**src/rtl/pwm_peripheral_if.sv**
```systemverilog
// Register-write bus from the SPI stage plus the PWM pin/status outputs.
// The master side drives writes and observes outputs; the slave side is
// the PWM peripheral itself.
interface pwm_peripheral_if;
    logic        wr_valid;
    logic [6:0]  wr_addr;
    logic [7:0]  wr_data;
    logic [15:0] out;
    logic        period_start;
    logic [7:0]  duty_active;

    modport master (
        output wr_valid,
        output wr_addr,
        output wr_data,
        input  out,
        input  period_start,
        input  duty_active
    );

    modport slave (
        input  wr_valid,
        input  wr_addr,
        input  wr_data,
        output out,
        output period_start,
        output duty_active
    );
endinterface

```
**src/rtl/pwm_peripheral.sv**
```systemverilog
// Register file plus 16-channel PWM output stage.
// A prescaler divides clk into PWM counter steps; an 8-bit counter sweeps
// one 256-step period. The duty register is copied into a shadow register
// only at the period boundary, so every period runs with one duty value.
// Each pin is off, static on, or PWM-modulated by the shared shadow duty.
module pwm_peripheral #(
    parameter int PRESCALE = 3000,
    parameter int MAX_ADDR = 4
) (
    input logic             clk,
    input logic             rst,
    pwm_peripheral_if.slave bus
);

    localparam int              PRE_W    = 16;
    localparam logic [PRE_W-1:0] PRE_LAST = PRE_W'(PRESCALE - 1);

    localparam logic [6:0] ADDR_EN_OUT_LO = 7'h00;
    localparam logic [6:0] ADDR_EN_OUT_HI = 7'h01;
    localparam logic [6:0] ADDR_EN_PWM_LO = 7'h02;
    localparam logic [6:0] ADDR_EN_PWM_HI = 7'h03;
    localparam logic [6:0] ADDR_DUTY      = 7'h04;

    // Full duty is treated as "always high" so 0xFF has no 1/256 low gap.
    function automatic logic pwm_level(input logic [7:0] cnt, input logic [7:0] duty);
        if (duty == 8'hFF) begin
            return 1'b1;
        end
        return (cnt < duty);
    endfunction

    // Per-pin gating: disabled pins are low, static pins high, PWM pins follow level.
    function automatic logic [15:0] pin_gate(input logic [15:0] en_o,
                                             input logic [15:0] en_p,
                                             input logic        level);
        return en_o & (~en_p | {16{level}});
    endfunction

    logic [PRE_W-1:0] pre_cnt;
    logic [7:0]       pwm_cnt;
    logic             tick;
    logic             wrap;
    logic             wr_hit;

    logic [15:0]      en_out;
    logic [15:0]      en_pwm;
    logic [7:0]       duty_reg;
    logic [7:0]       duty_shadow;

    logic             pwm_raw_p0;
    logic [15:0]      out_nxt_p0;
    logic [15:0]      out_p1;
    logic             period_start_p1;

    assign tick   = (pre_cnt == PRE_LAST);
    assign wrap   = tick && (pwm_cnt == 8'hFF);
    assign wr_hit = bus.wr_valid && ({25'd0, bus.wr_addr} <= 32'(MAX_ADDR));

    // Prescaler: counts 0..PRESCALE-1 and wraps; tick marks the last cycle of a step.
    always_ff @(posedge clk or posedge rst) begin
        if (rst) begin
            pre_cnt <= '0;
        end else if (tick) begin
            pre_cnt <= '0;
        end else begin
            pre_cnt <= pre_cnt + 1'b1;
        end
    end

    // PWM counter: one step per tick, natural 8-bit wrap 255->0.
    always_ff @(posedge clk or posedge rst) begin
        if (rst) begin
            pwm_cnt <= '0;
        end else if (tick) begin
            pwm_cnt <= pwm_cnt + 8'd1;
        end
    end

    // Register file: accepted writes land on the same edge; out-of-map addresses are dropped.
    always_ff @(posedge clk or posedge rst) begin
        if (rst) begin
            en_out   <= '0;
            en_pwm   <= '0;
            duty_reg <= '0;
        end else if (wr_hit) begin
            case (bus.wr_addr)
                ADDR_EN_OUT_LO: en_out[7:0]  <= bus.wr_data;
                ADDR_EN_OUT_HI: en_out[15:8] <= bus.wr_data;
                ADDR_EN_PWM_LO: en_pwm[7:0]  <= bus.wr_data;
                ADDR_EN_PWM_HI: en_pwm[15:8] <= bus.wr_data;
                ADDR_DUTY:      duty_reg     <= bus.wr_data;
                default: ;
            endcase
        end
    end

    // Shadow duty: sampled from the pre-write duty_reg only at the period boundary,
    // so a write coinciding with wrap waits for the following boundary.
    always_ff @(posedge clk or posedge rst) begin
        if (rst) begin
            duty_shadow <= '0;
        end else if (wrap) begin
            duty_shadow <= duty_reg;
        end
    end

    // ---- stage p0 -> p1: pin level computed from current counter/shadow, then registered
    assign pwm_raw_p0 = pwm_level(pwm_cnt, duty_shadow);
    assign out_nxt_p0 = pin_gate(en_out, en_pwm, pwm_raw_p0);

    // Output register: pins and the period marker. period_start is high in the
    // first cycle where pwm_cnt==0 and the new shadow duty are held.
    always_ff @(posedge clk or posedge rst) begin
        if (rst) begin
            out_p1          <= '0;
            period_start_p1 <= 1'b0;
        end else begin
            out_p1          <= out_nxt_p0;
            period_start_p1 <= wrap;
        end
    end

    assign bus.out          = out_p1;
    assign bus.period_start = period_start_p1;
    assign bus.duty_active  = duty_shadow;

endmodule

```
**src/flat_wrapper.sv**
```systemverilog
// flat-port wrapper written by rule: the top's interface ports become plain ports
module pwm_peripheral_flat 
#(
    parameter int PRESCALE = 3000,
    parameter int MAX_ADDR = 4
)
  (clk, rst, bus_wr_valid, bus_wr_addr, bus_wr_data, bus_out, bus_period_start, bus_duty_active);
  pwm_peripheral_if bus_i ();
  input logic clk;
  input logic rst;
  input wire logic [$bits(bus_i.wr_valid)-1:0] bus_wr_valid;
  input wire logic [$bits(bus_i.wr_addr)-1:0] bus_wr_addr;
  input wire logic [$bits(bus_i.wr_data)-1:0] bus_wr_data;
  output wire logic [$bits(bus_i.out)-1:0] bus_out;
  output wire logic [$bits(bus_i.period_start)-1:0] bus_period_start;
  output wire logic [$bits(bus_i.duty_active)-1:0] bus_duty_active;
  assign bus_i.wr_valid = bus_wr_valid;
  assign bus_i.wr_addr = bus_wr_addr;
  assign bus_i.wr_data = bus_wr_data;
  assign bus_out = bus_i.out;
  assign bus_period_start = bus_i.period_start;
  assign bus_duty_active = bus_i.duty_active;
  pwm_peripheral #(.PRESCALE(PRESCALE), .MAX_ADDR(MAX_ADDR)) u_core (.clk(clk), .rst(rst), .bus(bus_i));
endmodule
```
**config.mk**
```make
export PLATFORM = sky130hd
export DESIGN_NAME = pwm_peripheral_flat
export DESIGN_NICKNAME = d
export VERILOG_FILES = /design/src/rtl/pwm_peripheral_if.sv /design/src/rtl/pwm_peripheral.sv /design/src/flat_wrapper.sv
export SDC_FILE = /design/constraint.sdc
export NUM_CORES = 1
export LEC_CHECK = 0
export BUFFER_PORTS_ARGS = -buffer_cell sky130_fd_sc_hd__buf_2
export CORE_MARGIN = 2
export CORE_UTILIZATION = 52
export DETAILED_ROUTE_END_ITERATION = 7
export HOLD_SLACK_MARGIN = 0.12
export PLACE_DENSITY = 0.83
export SKIP_CTS_REPAIR_TIMING = 1
export SLEW_MARGIN = 0
export SYNTH_ARGS = -nofsm -noshare
export SYNTH_HDL_FRONTEND = slang
export SYNTH_SLANG_ARGS = --single-unit
```
**constraint.sdc**
```tcl
create_clock -name clk -period 2.45 [get_ports clk]
set_input_delay 0.245 -clock clk [delete_from_list [all_inputs] [get_ports clk]]
set_output_delay 0.245 -clock clk [all_outputs]
set_load 0.02 [all_outputs]
```
==> results.cfg <==
[critical_path]
worst_ep_arrival_time_ns = 2.28
end_kind = flop
path_class = reg2reg
start_kind = flop
crit_required_ns = 2.70
rr_worst_depth = 5
regToRegSetupSlack_ns = 0.42
critPathMaxFanout = 19

[status]
outcome = finished, final reports clean

[synthesis]
synth_edf_count = 0
synth.largest_area_cell = dfrtp_1
ys_ff_latch = 89
yosysTopAreaCellShare_pct = 60.2
synth_nets = 301
yosys.cell_types.count = 36
ys_seq_area_share_pct = 60.2
synthArstFlopShare_pct = 100
syn_inst = 274
synth.avg_cell_area_um2 = 13.5
synthesis.area_mm2 = 0.00370
synth_warnings = 0
synth_area_leaders = dfrtp_1 (60%), mux2_2 (15%), a21boi_0 (3.2%)
synthFlopType = dfrtp_1

[global_routing]
antenna_found_initial = 0
grt_max_degree = 50
gr-total-overflow = 0
grt_pass1_wl_um = 10800
grt_pass1_vias = 2286
track_usage_pct = 18.3

[drt]
drtIter0Drc = 124
drt_drc_violations_left = 0
drtAntennaViolNets = 0
drt-wirelength-per-cell_um = 15.1
vias = 2320
wl_um = 6490
firstDrtPassIters = 4
viasPerCell = 5.40

[finish]
area_growth_pct = 16.3
fin_area_mm2 = 0.00430
diodes = 0
fill_cells = 533
multi_input_area_mm2 = 0.00141
drive_gt1_share_pct = 35.0
regArea_mm2 = 0.00223
num-nets-final = 356

[floorplan]
die_area_mm2 = 0.00781
core_area_mm2 = 0.00683
fp.dieW_um = 88.4
placementRows = 30
die_h_um = 88.4
io_pins = 43
start_util_pct = 54.2

[clock_network]
numCtsBuffers = 9
cts_buffer_depth = 2
cts_root_buf = clkbuf_8
worstSkewPairLatency_ns = 0.36
cts_max_level = 3
path_clk_slew_ns = 0.09
clock_sinks = 89
tritoncts = built

[timing]
post-route-min-period_ns = 2.03
tightest_slew_ns = 0.464
skew_ns = 0.0114
hold_ws_ns = 0.182
drv_slew = 0
final_hold_viol_count = 0
fin_crit_sh_pct = 82.8
timing.fmax_ghz = 0.493
relSlewSlack_pct = 68.8
rsz0062_at_grt = false
setup_slack_ns = 0.421
setup_violations = 0
final.setup.tns_ns = 0

[pwr]
power_mw = 2.89
peakVddDrop_mv = 0.467
powerDensity_mw_per_mm2 = 672
leakage_nw = 2.15

[run]
drv_cap = 0

[place]
routabilityCongestion = 0.827
dp_hpwl_um = 4530
portBuffers = 42
post-place-ws_ns = 0.397
placed_area_mm2 = 0.00406

[hold_path]
hold_depth = 2
hold_class = in2reg
-- worst max-delay path: stages (launching register included) --
cell and delay [ns]:
dfrtp_1 0.43, or4_4 0.56, nor4_4 0.21, buf_4 0.28, nand2_4 0.12, mux2_2 0.29
-- cell usage after synthesis, drive strengths merged (2+ instances only) --
master	instances
or3	2
xnor2	11
dfrtp	89
ha	9
a21oi	3
nand4	9
nand3	13
nand2	7
and4	2
and3	3
or4	2
inv	12
nor4	5
nor3	3
xor2	6
nand3b	2
a21boi	16
mux2	50
o21ai	4
buf	2
nor2	14
-- cells in the final DEF (no fill, tap or decap), types with 2 or more instances in the layout --
master     count
nor3_1         2
or3_1          2
clkbuf_8       9
buf_2         42
nand2_1        6
nor4_1         4
nand3b_1       2
nand4_1        9
bufinv_16      2
and4_1         2
a21oi_1        3
buf_4          3
inv_6          3
nand3_1       13
mux2_2        50
o21ai_0        4
and3_1         3
inv_1         11
xnor2_1       11
dfrtp_1       89
a21boi_0      16
xor2_1         6
nor2_1        14
ha_1           9
-- metrics by stage --
| step | util (%) | std cells |
|---|---|---|
| global route | 63.0 | 430 |
| floorplan | - | 274 |
| detailed placement | 59.4 | 413 |
| finish | 63.0 | 430 |
| CTS | 62.9 | 429 |
| global placement | 59.4 | 413 |
-- final cells by class --
| type | instances | share of cell area [%] |
|---|---|---|
| sequential | 89 | 51.7 |
| multi-input combinational | 170 | 32.8 |
| timing repair buffer | 47 | 6.10 |
| clock buffer | 9 | 2.88 |
| tap | 96 | 2.79 |
| clock inverter | 7 | 2.59 |
| inverter | 12 | 1.13 |
-- where the power goes --
group / total [mW] / leakage (nW) / switching [mW] / internal, mW
Combinational: 0.178 / 0.819 / 0.0983 / 0.0798
Sequential: 1.57 / 1.21 / 0.0311 / 1.54
Clock: 1.14 / 0.118 / 0.545 / 0.595
Total: 2.89 / 2.15 / 0.674 / 2.22
-- worst paths after layout --
| kind | from | end |
|---|---|---|
| setup / recovery | u_core.pre_cnt[12] | u_core.bus.duty_active[1] |
| hold / removal | bus_wr_data[7] | u_core.en_out[7] |
| setup reg to reg | u_core.pre_cnt[12] | u_core.bus.duty_active[1] |
| hold reg to reg | u_core.en_pwm[9] | u_core.bus.out[9] |
| max in group asynchronous | rst | u_core.pre_cnt[9] |
| min in group asynchronous | rst | u_core.bus.out[4] |
-- per-layer routing --
layer / track usage (%) / up-vias / wire [µm]
met5: 0 / - / 0
met4: 6.34 / 0 / 89
met3: 6.06 / 9 / 222
met2: 29.2 / 45 / 3130
met1: 23.6 / 1177 / 3050
li1: - / 1089 / -
-- logic make-up after synthesis --
| logic type | Yosys count | share of synthesized area (%) |
|---|---|---|
| DFF | 89 | 60.2 |
| and+or+nand+nor | 66 | 10.5 |
| muxes | 50 | 15.2 |
| AOI/OAI and AO/OA | 28 | 5.34 |
| xor gates and xnor gates | 17 | 4.02 |
| buffers and inverters | 15 | 1.76 |
| adders and majority gates | 9 | 3.04 |
No activity file was read; power rests on OpenSTA's default activity.
